--- config.mk ---
export PLATFORM = sky130hd
export DESIGN_NAME = lmu_measctrl_flat
export DESIGN_NICKNAME = d
export VERILOG_FILES = /design/src/rtl/lmu_measctrl_if.sv /design/src/rtl/lmu_measctrl.sv /design/src/flat_wrapper.sv
export SDC_FILE = /design/constraint.sdc
export NUM_CORES = 1
export LEC_CHECK = 0
export ABC_AREA = 1
export CELL_PAD_IN_SITES_DETAIL_PLACEMENT = 1
export CELL_PAD_IN_SITES_GLOBAL_PLACEMENT = 1
export CORE_MARGIN = 4
export CORE_UTILIZATION = 31
export DETAILED_ROUTE_END_ITERATION = 7
export GPL_ROUTABILITY_DRIVEN = 0
export PLACE_DENSITY_LB_ADDON = 0.1
export SYNTH_ARGS = -nofsm -noshare
export SYNTH_HDL_FRONTEND = slang
export SYNTH_SLANG_ARGS = --single-unit
--- constraint.sdc ---
create_clock -name clk -period 2.45 [get_ports clk]
set_input_delay 0.3675 -clock clk [delete_from_list [all_inputs] [get_ports clk]]
set_output_delay 0.3675 -clock clk [all_outputs]
set_load 0.03 [all_outputs]
--- src/rtl/lmu_measctrl_if.sv ---
// Patch handshake bundle between lmu_measctrl and the per-patch consumer.
// pchidx selects the patch presented through lmu_measmux.
`ifndef PCHADDR_BW
`define PCHADDR_BW 2
`endif

interface lmu_measctrl_if #(
  parameter int PCHADDR_BW = `PCHADDR_BW
);
  logic                  pch_valid;
  logic                  pch_ready;
  logic [PCHADDR_BW-1:0] pchidx;

  modport master (
    output pch_valid,
    output pchidx,
    input  pch_ready
  );

  modport slave (
    input  pch_valid,
    input  pchidx,
    output pch_ready
  );
endinterface

--- src/rtl/lmu_measctrl.sv ---
// LMU measurement sequencer: snapshots measurement arrays on start and
// walks the masked patches in ascending order under valid/ready.
`ifndef NUM_PCH
`define NUM_PCH 4
`endif
`ifndef PCHADDR_BW
`define PCHADDR_BW 2
`endif
`ifndef NUM_DQ
`define NUM_DQ 8
`endif
`ifndef NUM_AQ
`define NUM_AQ 6
`endif

module lmu_measctrl #(
  parameter int NUM_PCH    = `NUM_PCH,
  parameter int PCHADDR_BW = `PCHADDR_BW,
  parameter int NUM_DQ     = `NUM_DQ,
  parameter int NUM_AQ     = `NUM_AQ
) (
  input  logic                clk,
  input  logic                rst,
  input  logic                meas_start,
  input  logic [NUM_PCH-1:0]  pch_mask,
  input  logic [NUM_DQ-1:0]   dqmeas_array_in,
  input  logic [NUM_AQ-1:0]   aqmeas_array_in,
  input  logic [2*NUM_DQ-1:0] pf_array_in,
  lmu_measctrl_if.master      pch_if,
  output logic [NUM_DQ-1:0]   dqmeas_array_ing,
  output logic [NUM_AQ-1:0]   aqmeas_array_ing,
  output logic [2*NUM_DQ-1:0] pf_array_ing,
  output logic                busy,
  output logic                meas_done,
  output logic                start_err
);

  typedef enum logic [1:0] {
    IDLE,
    ISSUE,
    DONE
  } state_t;

  state_t                state_q, state_d;
  logic [NUM_PCH-1:0]    rem_q, rem_d, rem_clr;
  logic [PCHADDR_BW-1:0] idx_q, idx_d;
  logic                  valid_q, valid_d;
  logic                  busy_q, busy_d;
  logic                  done_q, done_d;
  logic                  err_q, err_d;
  logic [NUM_DQ-1:0]     dq_q, dq_d;
  logic [NUM_AQ-1:0]     aq_q, aq_d;
  logic [2*NUM_DQ-1:0]   pf_q, pf_d;
  logic                  hs;

  // Lowest set bit wins: scan downward so the last hit is the smallest.
  function automatic logic [PCHADDR_BW-1:0] lsb_idx(
    input logic [NUM_PCH-1:0] m
  );
    lsb_idx = '0;
    for (int i = NUM_PCH - 1; i >= 0; i--)
      if (m[i]) lsb_idx = PCHADDR_BW'(i);
  endfunction

  always_ff @(posedge clk) begin
    if (rst) begin
      state_q <= IDLE;
      rem_q   <= '0;
      idx_q   <= '0;
      valid_q <= 1'b0;
      busy_q  <= 1'b0;
      done_q  <= 1'b0;
      err_q   <= 1'b0;
      dq_q    <= '0;
      aq_q    <= '0;
      pf_q    <= '0;
    end else begin
      state_q <= state_d;
      rem_q   <= rem_d;
      idx_q   <= idx_d;
      valid_q <= valid_d;
      busy_q  <= busy_d;
      done_q  <= done_d;
      err_q   <= err_d;
      dq_q    <= dq_d;
      aq_q    <= aq_d;
      pf_q    <= pf_d;
    end
  end

  always_comb begin
    state_d = state_q;
    rem_d   = rem_q;
    idx_d   = idx_q;
    valid_d = valid_q;
    busy_d  = busy_q;
    done_d  = 1'b0;
    err_d   = 1'b0;
    dq_d    = dq_q;
    aq_d    = aq_q;
    pf_d    = pf_q;
    hs      = valid_q && pch_if.pch_ready;
    rem_clr = rem_q & ~(NUM_PCH'(1) << idx_q);
    unique case (state_q)
      IDLE: begin
        if (meas_start) begin
          dq_d   = dqmeas_array_in;
          aq_d   = aqmeas_array_in;
          pf_d   = pf_array_in;
          rem_d  = pch_mask;
          busy_d = 1'b1;
          if (|pch_mask) begin
            state_d = ISSUE;
            idx_d   = lsb_idx(pch_mask);
            valid_d = 1'b1;
          end else begin
            state_d = DONE;
            done_d  = 1'b1;
          end
        end
      end
      ISSUE: begin
        err_d = meas_start;
        if (hs) begin
          rem_d = rem_clr;
          if (|rem_clr) begin
            idx_d = lsb_idx(rem_clr);
          end else begin
            state_d = DONE;
            valid_d = 1'b0;
            done_d  = 1'b1;
          end
        end
      end
      DONE: begin
        err_d   = meas_start;
        state_d = IDLE;
        busy_d  = 1'b0;
      end
      default: begin
        state_d = IDLE;
        valid_d = 1'b0;
        busy_d  = 1'b0;
      end
    endcase
  end

  assign pch_if.pch_valid = valid_q;
  assign pch_if.pchidx    = idx_q;
  assign busy             = busy_q;
  assign meas_done        = done_q;
  assign start_err        = err_q;
  assign dqmeas_array_ing = dq_q;
  assign aqmeas_array_ing = aq_q;
  assign pf_array_ing     = pf_q;

endmodule

--- src/flat_wrapper.sv ---
// flat-port wrapper written by rule: the top's interface ports become plain ports
module lmu_measctrl_flat 
#(
  parameter int NUM_PCH    = `NUM_PCH,
  parameter int PCHADDR_BW = `PCHADDR_BW,
  parameter int NUM_DQ     = `NUM_DQ,
  parameter int NUM_AQ     = `NUM_AQ
)
  (clk, rst, meas_start, pch_mask, dqmeas_array_in, aqmeas_array_in, pf_array_in, dqmeas_array_ing, aqmeas_array_ing, pf_array_ing, busy, meas_done, start_err, pch_if_pch_valid, pch_if_pchidx, pch_if_pch_ready);
  lmu_measctrl_if #(.PCHADDR_BW(PCHADDR_BW)) pch_if_i ();
  input  logic clk;
  input  logic rst;
  input  logic meas_start;
  input  logic [NUM_PCH-1:0] pch_mask;
  input  logic [NUM_DQ-1:0] dqmeas_array_in;
  input  logic [NUM_AQ-1:0] aqmeas_array_in;
  input  logic [2*NUM_DQ-1:0] pf_array_in;
  output logic [NUM_DQ-1:0] dqmeas_array_ing;
  output logic [NUM_AQ-1:0] aqmeas_array_ing;
  output logic [2*NUM_DQ-1:0] pf_array_ing;
  output logic busy;
  output logic meas_done;
  output logic start_err;
  output wire logic [$bits(pch_if_i.pch_valid)-1:0] pch_if_pch_valid;
  output wire logic [$bits(pch_if_i.pchidx)-1:0] pch_if_pchidx;
  input wire logic [$bits(pch_if_i.pch_ready)-1:0] pch_if_pch_ready;
  assign pch_if_pch_valid = pch_if_i.pch_valid;
  assign pch_if_pchidx = pch_if_i.pchidx;
  assign pch_if_i.pch_ready = pch_if_pch_ready;
  lmu_measctrl #(.NUM_PCH(NUM_PCH), .PCHADDR_BW(PCHADDR_BW), .NUM_DQ(NUM_DQ), .NUM_AQ(NUM_AQ)) u_core (.clk(clk), .rst(rst), .meas_start(meas_start), .pch_mask(pch_mask), .dqmeas_array_in(dqmeas_array_in), .aqmeas_array_in(aqmeas_array_in), .pf_array_in(pf_array_in), .pch_if(pch_if_i), .dqmeas_array_ing(dqmeas_array_ing), .aqmeas_array_ing(aqmeas_array_ing), .pf_array_ing(pf_array_ing), .busy(busy), .meas_done(meas_done), .start_err(start_err));
endmodule
==> impl_summary.txt, run 1 <==
----------------------------------------------------
[Power]
  Leakage ... 0.00109 uW
  Switching Fraction ... 0.430
  Internal power consumption ... 1860 uW
  Relative contribution of sequential cells to total power ... 0.314
  Net switching power figure ... 1400 uW
  Maximum vdd ir drop ... 719 uV
  Proportion of power drawn by the clock network ... 0.165
  Power per unit of standard cell area ... 1230 nW/um^2
  Proportion of power drawn by combinational gates ... 0.522

[STA]
  Min cycle time layout ... 1.77 ns
  Max-slew violations ... 0
  Worst clock skew ... 0.00466 ns
  Count of endpoints failing hold in the final timing report ... 0
  Hold slack ... 0.478 ns
  Part of the cycle the worst path needs ... 0.724
  FMAX ... 564 MHz
  Post-route setup TNS ... 0 ns
  Total of endpoints with negative setup slack in the final report ... 0
  Unrepaired setup endpoints after global routing ... false
  Worst Tran Pin Value ... 0.488 ns
  Max-slew headroom at the worst pin ... 0.674

[Logic synthesis]
  Total nets after synthesis ... 281
  Number of unique standard cell types used by synthesis ... 27
  Mean instance size in the synthesized netlist ... 7.27 um^2
  Compound-gate portion of the synthesized area ... 0.142
  #FFs+latches synth ... 42
  Fraction of the mapped netlist area in simple logic gates ... 0.287
  Mux cell area share after synthesis ... 0
  Area share of fa/ha/maj cells after synthesis ... 0.0215
  Dominant combinational cell family by area after synthesis ... simple AND/OR/NAND/NOR gates
  Mapped Area ... 1740 um^2
  Sequential area share after synthesis ... 0.482
  Post-synth top area share ... 0.482
  Top post-synthesis cells by area ... sky130_fd_sc_hd__dfxtp_1 48%, sky130_fd_sc_hd__nor2_1 15%, sky130_fd_sc_hd__o21ai_0 10%
  Synth warnings ... 0
  Fraction of synthesized cell area in xor and xnor cells ... 0
  Count of mapped cells out of synthesis ... 240
  Largest area contributor in the synthesized netlist ... sky130_fd_sc_hd__dfxtp_1

[Routing]
  Mean routed wirelength per cell ... 13.0 um
  Violation count after the first detailed-route iteration ... 61
  Number of iterations in the first detailed-routing pass ... 4
  Post-detailed-route via-to-cell ratio ... 4.57
  Post-detailed-route DRC marker count ... 0
  Total via count in the routed design ... 1759
  Count of nets left with antenna violations after detail routing ... 0
  Sum of routed wire length over all layers ... 5.01 mm

[Flow run]
  Maxcap violations ... 0

[Finish]
  Area Overhead vs Synth ... 51.6%
  Utilization after layout ... 0.483
  Layout cells sized above 1 ... 0.0575
  Final #Nets ... 353
  Fillers ... 688
  Leading cell type in the layout, fill and taps excluded ... sky130_fd_sc_hd__clkdlybuf4s50_1
  Most frequent cells in the layout ... 73 x sky130_fd_sc_hd__clkdlybuf4s50_1, 71 x sky130_fd_sc_hd__nor2_1, 42 x sky130_fd_sc_hd__dfxtp_1, 35 x sky130_fd_sc_hd__o21ai_0, 31 x sky130_fd_sc_hd__nand2_1
  Number of diodes added for antenna fixing ... 0

[Worst setup path]
  Kind of critical path ... register to output port
  Req. time, crit path ... 2.08 ns
  Crit start category ... register
  Reg-to-Reg End ... u_core.aqmeas_array_ing[0]
  Maximum cell stage delay along the critical path ... 0.71 ns
  CP max-delay cell ... sky130_fd_sc_hd__clkdlybuf4s50_1
  Cell count of the worst reg-to-reg path ... 7
  Capturing element of the worst setup path ... pch_if_pchidx[0]
  CP Max Fanout ... 5
  Launching element of the worst setup path ... u_core.pch_if.pchidx[0]
  Depth of the critical timing path with buffers and inverters included ... 1
  Internal reg-to-reg setup slack ... 0.70 ns
  Crit path cell chain ... clkdlybuf4s50_1
  Arrival @ worst endpoint ... 1.41 ns
  Crit end category ... output port
  Number of buffers and inverters on the critical path ... 1
  Startpoint of the most critical register-to-register path ... u_core.state_q[0]
  Cell type group with the largest total delay on the critical path ... buffers and inverters

[Floorplan]
  Vert. Die Dim ... 83.0 um
  Core box area ... 5470 um^2
  Cell row count ... 27
  Horizontal die dimension ... 83.0 um
  DIE AREA ... 6890 um^2
  Initial Utilization ... 0.319
  Number of placed I/O pins ... 74

[Global routing]
  Most Used Layer, Global Route ... met2
  First-pass GRT wire length ... 8.46 mm
  Global-route met2 utilization ... 0.243
  Maximum number of pins on one net before global-route repair ... 39
  Initial antenna violation count ... 0
  Met3 track utilization from global routing ... 0.0377
  Remaining global-route overflow ... 0
  Vias in the first global route ... 1701
  Met1 capacity usage during global routing ... 0.194
  GRT Resource Usage Total ... 0.147

[Clock tree]
  H-tree levels ... 2
  TritonCTS clock tree ... built
  Total CTS buffers ... 5
  Clock latency on the worst-skew pair ... 0.28 ns
  Reg clk slew, reported paths ... 0.08 ns
  Post_cts resized ... 0
  Clk sinks ... 42
  Maximum buffer depth of the clock tree ... 2
  Clk Tree Root Cell ... sky130_fd_sc_hd__clkbuf_8
  Post-CTS Setup Bufs ... 0
  Number of hold buffers added after cts ... 0

[Outcome]
  Result of the run ... complete, no violations

[Place]
  Number of I/O port buffers ... 73
  Estimated wirelength of the detail-placed design ... 3.72 mm

[Worst hold path]
  Hold Crit Class ... register to register

----------------------------------------------------
-- synth_stat cells, drive strengths merged --
master  count
a21boi      1
a21oi       2
a31oi       4
and2        1
buf         5
clkbuf      6
dfxtp      42
ha          3
inv        18
nand2      33
nand3       5
nand3b      1
nand4       2
nor2       75
nor3        1
o21a        1
o21ai      37
o22ai       2
or2         1
-- layout make-up --
class / count / area (um^2) / share of cell area
sequential: 42 / 841 / 0.318
multi-input combinational: 169 / 786 / 0.297
timing repair buffer: 76 / 753 / 0.285
tap: 72 / 90.1 / 0.0341
clock buffer: 7 / 76.3 / 0.0289
inverter: 18 / 67.6 / 0.0256
clock inverter: 1 / 30.0 / 0.0114
-- power groups by stage --
stage	sequential, uW	clock [uW]	combinational, uW
global placement	1040	0	1700
detailed placement	1040	0	1730
CTS	1030	560	1730
finish	1020	537	1700
global route	1050	584	1900
floorplan	1350	0	811
-- metrics by stage --
stage	setup slack, ns	total power [uW]	area (um^2)	std cells
after floorplan	1.07	2160	1740	240
after global placement	0.537	2740	2540	377
after detailed placement	0.480	2770	2540	377
after CTS	0.638	3320	2640	385
after global routing	0.405	3530	2640	385
final	0.676	3260	2640	385
-- sequential cells by signal, indices dropped and copies added, names as in the netlist --
| name | flops |
|---|---|
| u_core.aqmeas_array_ing | 6 |
| u_core.rem_q | 4 |
| u_core.dqmeas_array_ing | 8 |
| u_core.busy | 1 |
| u_core.meas_done | 1 |
| u_core.pf_array_ing | 16 |
| u_core.start_err | 1 |
| u_core.pch_if.pch_valid | 1 |
| u_core.pch_if.pchidx | 2 |
| u_core.state_q | 2 |
-- cell families (layout without fill, tap and decap cells) --
family | count (synthesis) | count (layout)
flops | 42 | 42
simple gates | 119 | 119
buf+inv | 29 | 102
compound gates | 47 | 47
fa+ha+maj | 3 | 3
-- routing by layer --
layer	wire length, um	part of all wire	vias to the layer above
li1	-	-	906
met1	2380	0.48	810
met2	2360	0.47	41
met3	243	0.049	2
met4	27	0.0054	0
met5	0	0	-
-- worst min path at each step --
| stage | end | startpoint | cells past startpoint | slack [ns] |
|---|---|---|---|---|
| after floorplan | u_core.rem_q[0] | u_core.rem_q[0] | 2 | 0.44 |
| after global placement | u_core.rem_q[0] | u_core.rem_q[0] | 2 | 0.46 |
| after detailed placement | u_core.rem_q[0] | u_core.rem_q[0] | 2 | 0.47 |
| after CTS | u_core.rem_q[0] | u_core.rem_q[0] | 2 | 0.48 |
| after global routing | u_core.rem_q[0] | u_core.rem_q[0] | 2 | 0.51 |
| final | u_core.rem_q[0] | u_core.rem_q[0] | 2 | 0.48 |
(Power assumes the default switching activity.)
==> run 2, diff against run 1 <==
- CORE_UTILIZATION: 31 -> 26
- clock period: 2.45 -> 1.6 ns (I/O delays scaled with it)
==> impl_summary.txt, run 2 (synthesized netlist as in run 1, its figures left out) <==
----------------------------------------------------
[Outcome]
  Result of the run ... complete, no violations (unchanged)

[Place]
  Number of I/O port buffers ... 73 (unchanged)
  Placement-stage worst setup slack ... -0.0234 ns (was 0.480 ns)
  Estimated wirelength of the detail-placed design ... 3.78 mm (was 3.72 mm)
  Post-detailed-placement cell area ... 2630 um^2 (was 2540 um^2)
  Placed cells ... 389 (was 377)

[Routing]
  Post-detailed-route DRC marker count ... 0 (unchanged)
  Violation count after the first detailed-route iteration ... 35 (was 61)
  Number of iterations in the first detailed-routing pass ... 4 (unchanged)
  Total via count in the routed design ... 1767 (was 1759)
  Post-detailed-route via-to-cell ratio ... 4.43 (was 4.57)
  Mean routed wirelength per cell ... 13.0 um (about the same)
  Count of nets left with antenna violations after detail routing ... 0 (unchanged)
  Sum of routed wire length over all layers ... 5.19 mm (was 5.01 mm)

[STA]
  Worst clock skew ... 0.00748 ns (was 0.00466 ns)
  Max-slew violations ... 0 (unchanged)
  Total of endpoints with negative setup slack in the final report ... 0 (unchanged)
  Count of endpoints failing hold in the final timing report ... 0 (unchanged)
  FMAX ... 646 MHz
  Part of the cycle the worst path needs ... 0.967
  Post-route setup TNS ... 0 ns (unchanged)
  Worst setup margin ... 0.0523 ns (was 0.676 ns)
  Max-slew headroom at the worst pin ... 0.765 (was 0.674)
  Worst Tran Pin Value ... 0.352 ns (was 0.488 ns)
  Min cycle time layout ... 1.55 ns

[Worst setup path]
  Startpoint of the most critical register-to-register path ... u_core.state_q[1] (was u_core.state_q[0])
  Internal reg-to-reg setup slack ... 0.11 ns (was 0.70 ns)
  Number of buffers and inverters on the critical path ... 1 (unchanged)
  Req. time, crit path ... 1.36 ns (was 2.08 ns)
  Arrival @ worst endpoint ... 1.31 ns (was 1.41 ns)
  Maximum cell stage delay along the critical path ... 0.68 ns (was 0.71 ns)
  Crit end category ... output port (unchanged)
  Crit path cell chain ... clkdlybuf4s50_1 (unchanged)
  CP max-delay cell ... sky130_fd_sc_hd__clkdlybuf4s50_1 (unchanged)
  Launching element of the worst setup path ... u_core.dqmeas_array_ing[3] (was u_core.pch_if.pchidx[0])
  Capturing element of the worst setup path ... dqmeas_array_ing[3] (was pch_if_pchidx[0])
  Cell type group with the largest total delay on the critical path ... buffers and inverters (unchanged)
  Crit start category ... register (unchanged)
  Kind of critical path ... register to output port (unchanged)
  CP Max Fanout ... 2 (was 5)
  Depth of the critical timing path with buffers and inverters included ... 1 (unchanged)
  Cell count of the worst reg-to-reg path ... 9 (was 7)
  Reg-to-Reg End ... u_core.rem_q[1] (was u_core.aqmeas_array_ing[0])

[Floorplan]
  Core box area ... 6420 um^2 (was 5470 um^2)
  Number of placed I/O pins ... 74 (unchanged)
  Cell row count ... 29 (was 27)
  Vert. Die Dim ... 89.9 um (was 83.0 um)
  Initial Utilization ... 0.272 (was 0.319)
  DIE AREA ... 8080 um^2 (was 6890 um^2)
  Horizontal die dimension ... 89.9 um (was 83.0 um)

[Finish]
  Final #Nets ... 362 (was 353)
  Fin cells ... 399 (was 385)
  Final instance area ... 2790 um^2 (was 2640 um^2)
  Area Overhead vs Synth ... 60.0% (was 51.6%)
  Leading cell type in the layout, fill and taps excluded ... sky130_fd_sc_hd__nor2_1 (was sky130_fd_sc_hd__clkdlybuf4s50_1)
  Number of diodes added for antenna fixing ... 0 (unchanged)
  Flip-flop count of the largest register, all copies and words added ... 16 (unchanged)
  Most frequent cells in the layout ... 71 x sky130_fd_sc_hd__nor2_1, 68 x sky130_fd_sc_hd__clkdlybuf4s50_1, 42 x sky130_fd_sc_hd__dfxtp_1, 35 x sky130_fd_sc_hd__o21ai_0, 31 x sky130_fd_sc_hd__nand2_1 (was 73 x sky130_fd_sc_hd__clkdlybuf4s50_1, 71 x sky130_fd_sc_hd__nor2_1, 42 x sky130_fd_sc_hd__dfxtp_1, 35 x sky130_fd_sc_hd__o21ai_0, 31 x sky130_fd_sc_hd__nand2_1)
  Layout cells sized above 1 ... 0.0963 (was 0.0575)

[Worst hold path]
  Hold Crit Class ... register to register (unchanged)

[Global routing]
  Vias in the first global route ... 1744 (was 1701)
  Remaining global-route overflow ... 0 (unchanged)
  Maximum number of pins on one net before global-route repair ... 39 (unchanged)
  Initial antenna violation count ... 0 (unchanged)
  GRT Resource Usage Total ... 0.130 (was 0.147)
  First-pass GRT wire length ... 8.67 mm (was 8.46 mm)

[Clock tree]
  Clock latency on the worst-skew pair ... 0.29 ns (was 0.28 ns)
  Reg clk slew, reported paths ... 0.08 ns (about the same)
  Maximum buffer depth of the clock tree ... 2 (unchanged)
  Total CTS buffers ... 5 (unchanged)
  H-tree levels ... 2 (unchanged)
  Number of hold buffers added after cts ... 0 (unchanged)
  TritonCTS clock tree ... built (unchanged)
  Clk sinks ... 42 (unchanged)
  Clk Tree Root Cell ... sky130_fd_sc_hd__clkbuf_8 (unchanged)

[Power]
  Maximum vdd ir drop ... 901 uV (was 719 uV)
  Power per unit of standard cell area ... 1900 nW/um^2 (was 1230 nW/um^2)
  Relative contribution of sequential cells to total power ... 0.295 (was 0.314)
  Switching Fraction ... 0.420 (was 0.430)
  Leakage ... 0.00120 uW (was 0.00109 uW)
  Proportion of power drawn by combinational gates ... 0.548 (was 0.522)
  Net switching power figure ... 2230 uW (was 1400 uW)
  Internal power consumption ... 3070 uW (was 1860 uW)
  Proportion of power drawn by the clock network ... 0.157 (was 0.165)

[Flow run]
  Maxcap violations ... 0 (unchanged)

----------------------------------------------------
run 2: changes by cell type in the layout (fill, tap and decap cells not counted), sizes merged:
cell / before / now
dlymetal6s2s: 0 / 3
buf: 3 / 12
clkbuf: 7 / 6
clkinvlp: 0 / 1
dlygate4sd2: 0 / 2
clkdlybuf4s50: 73 / 68
run 2: metal layers:
layer  share of wire  up-vias  global-route usage
met5               0        -                   0
met4          0.0062        0              0.0344
met3           0.038        2              0.0217
met2            0.48       39               0.219
met1            0.48      802               0.172
li1                -      924                   -
run 2: power by group through the flow:
stage	clock [uW]	sequential (uW)	combinational (uW)
3_5_place_dp	0	1590	2760
2_1_floorplan	0	2070	1240
4_1_cts	871	1570	2890
6_report	832	1560	2900
5_1_grt	897	1610	3200
3_3_place_gp	0	1580	2730
run 2: worst min-delay path by stage:
stage                               start                    endpoint  cells after the start
3_3_place_gp   u_core.aqmeas_array_ing[4]  u_core.aqmeas_array_ing[4]                      2
6_report          u_core.pf_array_ing[15]     u_core.pf_array_ing[15]                      2
4_1_cts                   u_core.rem_q[0]             u_core.rem_q[0]                      2
5_1_grt           u_core.pf_array_ing[15]     u_core.pf_array_ing[15]                      2
3_5_place_dp   u_core.aqmeas_array_ing[0]  u_core.aqmeas_array_ing[0]                      2
2_1_floorplan                         rst             u_core.rem_q[0]                      1
run 2: timing repair:
action	CTS	global route
resized for setup	2	7
endpoints found under the setup margin	3	9
setup buffers	2	0
pin swaps	1	0
gates cloned	0	0
run 2: cell type report:
| type | count | area [um^2] |
|---|---|---|
| Multi-Input combinational cell | 169 | 801 |
| Timing Repair Buffer | 85 | 876 |
| Fill cell | 806 | 3630 |
| Tap cell | 77 | 96.3 |
| Inverter | 18 | 67.6 |
| Clock buffer | 6 | 72.6 |
| Sequential cell | 42 | 841 |
| Clock inverter | 2 | 37.5 |
run 2: metrics by stage:
step,hold slack [ns],utilization,total power (uW)
6_report,0.484,0.435,5300
5_1_grt,0.510,0.435,5710
4_1_cts,0.492,0.431,5330
3_5_place_dp,0.474,0.410,4350
3_3_place_gp,0.461,0.410,4310
2_1_floorplan,0.309,-,3310
==> run 3, diff against run 2 <==
- CORE_UTILIZATION: 26 -> 29
- SETUP_SLACK_MARGIN: unset -> 0.4
- clock period: 1.6 -> 1.5 ns (I/O delays scaled with it)
==> impl_summary.txt, run 3 (synthesized netlist as in run 1, its figures left out) <==
----------------------------------------------------
[Clock tree]
  Maximum buffer depth of the clock tree ... 2 (unchanged)
  Total CTS buffers ... 5 (unchanged)
  Clk Tree Root Cell ... sky130_fd_sc_hd__clkbuf_8 (unchanged)
  Reg clk slew, reported paths ... 0.08 ns (about the same)
  Clock latency on the worst-skew pair ... 0.29 ns (about the same)
  TritonCTS clock tree ... built (unchanged)
  H-tree levels ... 2 (unchanged)
  Clk sinks ... 42 (unchanged)

[Worst setup path]
  Kind of critical path ... register to register (was register to output port)
  Crit start category ... register (unchanged)
  Crit end category ... register (was output port)
  CP Max Fanout ... 4 (was 2)
  Req. time, crit path ... 1.73 ns (was 1.36 ns)
  Arrival @ worst endpoint ... 1.63 ns (was 1.31 ns)
  CP max-delay cell ... sky130_fd_sc_hd__dfxtp_2 (was sky130_fd_sc_hd__clkdlybuf4s50_1)
  Maximum cell stage delay along the critical path ... 0.36 ns (was 0.68 ns)
  Crit path cell chain ... inv_2 -> ha_4 -> inv_2 -> or2_4 -> nand2_4 -> nor2_4 -> nand3_2 -> nand2_1 -> nand2_1 -> nor2_1 (was clkdlybuf4s50_1)

[Place]
  Post-detailed-placement cell area ... 2660 um^2 (was 2630 um^2)
  Estimated wirelength of the detail-placed design ... 3.89 mm (was 3.78 mm)
  Number of I/O port buffers ... 73 (unchanged)

[Routing]
  Number of iterations in the first detailed-routing pass ... 4 (unchanged)
  Post-detailed-route via-to-cell ratio ... 4.65 (was 4.43)
  Mean routed wirelength per cell ... 14.5 um (was 13.0 um)
  Count of nets left with antenna violations after detail routing ... 0 (unchanged)
  Post-detailed-route DRC marker count ... 0 (unchanged)
  Sum of routed wire length over all layers ... 5.86 mm (was 5.19 mm)
  Total via count in the routed design ... 1882 (was 1767)
  Violation count after the first detailed-route iteration ... 32 (was 35)

[Finish]
  Fillers ... 699 (was 806)
  Layout cells sized above 1 ... 0.351 (was 0.0963)
  Flip-flop count of the largest register, all copies and words added ... 16 (unchanged)
  Number of diodes added for antenna fixing ... 0 (unchanged)
  Final instance area ... 2890 um^2 (was 2790 um^2)
  Final #Nets ... 373 (was 362)
  Area Overhead vs Synth ... 65.8% (was 60.0%)
  Most frequent cells in the layout ... 62 x sky130_fd_sc_hd__nor2_1, 37 x sky130_fd_sc_hd__clkdlybuf4s50_1, 35 x sky130_fd_sc_hd__dfxtp_1, 30 x sky130_fd_sc_hd__o21ai_0, 24 x sky130_fd_sc_hd__nand2_1 (was 71 x sky130_fd_sc_hd__nor2_1, 68 x sky130_fd_sc_hd__clkdlybuf4s50_1, 42 x sky130_fd_sc_hd__dfxtp_1, 35 x sky130_fd_sc_hd__o21ai_0, 31 x sky130_fd_sc_hd__nand2_1)
  Leading cell type in the layout, fill and taps excluded ... sky130_fd_sc_hd__nor2_1 (unchanged)

[STA]
  Count of endpoints failing hold in the final timing report ... 0 (unchanged)
  Max-slew headroom at the worst pin ... 0.863 (was 0.765)
  FMAX ... 718 MHz
  Unrepaired setup endpoints after global routing ... true
  Total of endpoints with negative setup slack in the final report ... 0 (unchanged)
  Part of the cycle the worst path needs ... 0.929
  Worst clock skew ... 0.00776 ns (was 0.00748 ns)
  Min cycle time layout ... 1.39 ns
  Worst Tran Pin Value ... 0.203 ns (was 0.352 ns)
  Max-slew violations ... 0 (unchanged)

[Global routing]
  Maximum number of pins on one net before global-route repair ... 39 (unchanged)
  GRT Resource Usage Total ... 0.151 (was 0.130)
  Vias in the first global route ... 1854 (was 1744)
  Initial antenna violation count ... 0 (unchanged)
  First-pass GRT wire length ... 8.97 mm (was 8.67 mm)
  Remaining global-route overflow ... 0 (unchanged)

[Power]
  Power per unit of standard cell area ... 2150 nW/um^2 (was 1900 nW/um^2)
  Net switching power figure ... 2740 uW (was 2230 uW)
  Maximum vdd ir drop ... 1080 uV (was 901 uV)
  Proportion of power drawn by combinational gates ... 0.583 (was 0.548)
  Relative contribution of sequential cells to total power ... 0.279 (was 0.295)
  Total Power ... 6230 uW (was 5300 uW)
  Proportion of power drawn by the clock network ... 0.139 (was 0.157)
  Switching Fraction ... 0.440 (was 0.420)
  Leakage ... 0.00129 uW (was 0.00120 uW)
  Internal power consumption ... 3480 uW (was 3070 uW)

[Floorplan]
  DIE AREA ... 7320 um^2 (was 8080 um^2)
  Vert. Die Dim ... 85.6 um (was 89.9 um)
  Number of placed I/O pins ... 74 (unchanged)
  Cell row count ... 27 (was 29)
  Initial Utilization ... 0.307 (was 0.272)
  Horizontal die dimension ... 85.6 um (was 89.9 um)
  Core box area ... 5680 um^2 (was 6420 um^2)

[Outcome]
  Result of the run ... complete, no violations (unchanged)

[Flow run]
  Maxcap violations ... 0 (unchanged)

[Worst hold path]
  Hold Crit Class ... register to register (unchanged)

----------------------------------------------------
-- run 3: worst max-delay path: cells and delay by family (launching register included) --
family | cells | cell delay [ns]
DFF | 1 | 0.36
adders and majority gates | 1 | 0.17
and+or+nand+nor | 7 | 0.68
buffers and inverters | 2 | 0.11
-- run 3: timing repair --
action | in CTS | in global routing
pin swaps | 11 | 3
buffers inserted | 7 | 3
endpoints found under the setup margin | 77 | 53
hold buffers | 0 | 0
cloned | 0 | 2
gates resized for setup | 200 | 54
-- run 3: power groups by stage --
stage / logic (uW) / registers (uW) / clock network [uW]
4_1_cts: 3210 / 1710 / 895
3_5_place_dp: 3060 / 1730 / 0
2_1_floorplan: 1410 / 2230 / 0
3_3_place_gp: 3000 / 1710 / 0
5_1_grt: 3950 / 1790 / 940
6_report: 3630 / 1740 / 864
-- run 3: per-stage QoR --
step           hold slack, ns  setup slack [ns]  std cells   util  setup TNS, ns
3_3_place_gp            0.461           -0.0356        385  0.469        -0.0708
3_5_place_dp            0.475            -0.105        385  0.469         -0.269
2_1_floorplan           0.294             0.231        240      -              0
4_1_cts                 0.492             0.106        400  0.477              0
6_report                0.485             0.107        405  0.509              0
5_1_grt                 0.506           -0.0256        405  0.509        -0.0355
-- run 3: final cells by class --
| class | instances | area, um^2 | share of cell area |
|---|---|---|---|
| multi-input cells | 169 | 903 | 0.312 |
| repair buffers | 96 | 857 | 0.296 |
| flip-flops and latches | 42 | 855 | 0.296 |
| clock buffers | 8 | 111 | 0.0385 |
| well taps | 72 | 90.1 | 0.0312 |
| inverters | 18 | 75.1 | 0.0260 |
-- run 3: path summary, 6_finish.rpt --
path	to	slack [ns]	startpoint	cells after the start
setup / recovery	u_core.pch_if.pchidx[1]	0.11	u_core.state_q[0]	10
hold / removal	u_core.pf_array_ing[7]	0.49	u_core.pf_array_ing[7]	2
setup reg to reg	u_core.pch_if.pchidx[1]	0.11	u_core.state_q[0]	10
hold reg to reg	u_core.pf_array_ing[7]	0.49	u_core.pf_array_ing[7]	2
-- run 3: routing by layer --
metal,vias up,track usage,part of all wire
li1,943,-,-
met1,883,0.197,0.45
met2,49,0.256,0.49
met3,7,0.0250,0.051
met4,0,0.0475,0.010
met5,-,0,0
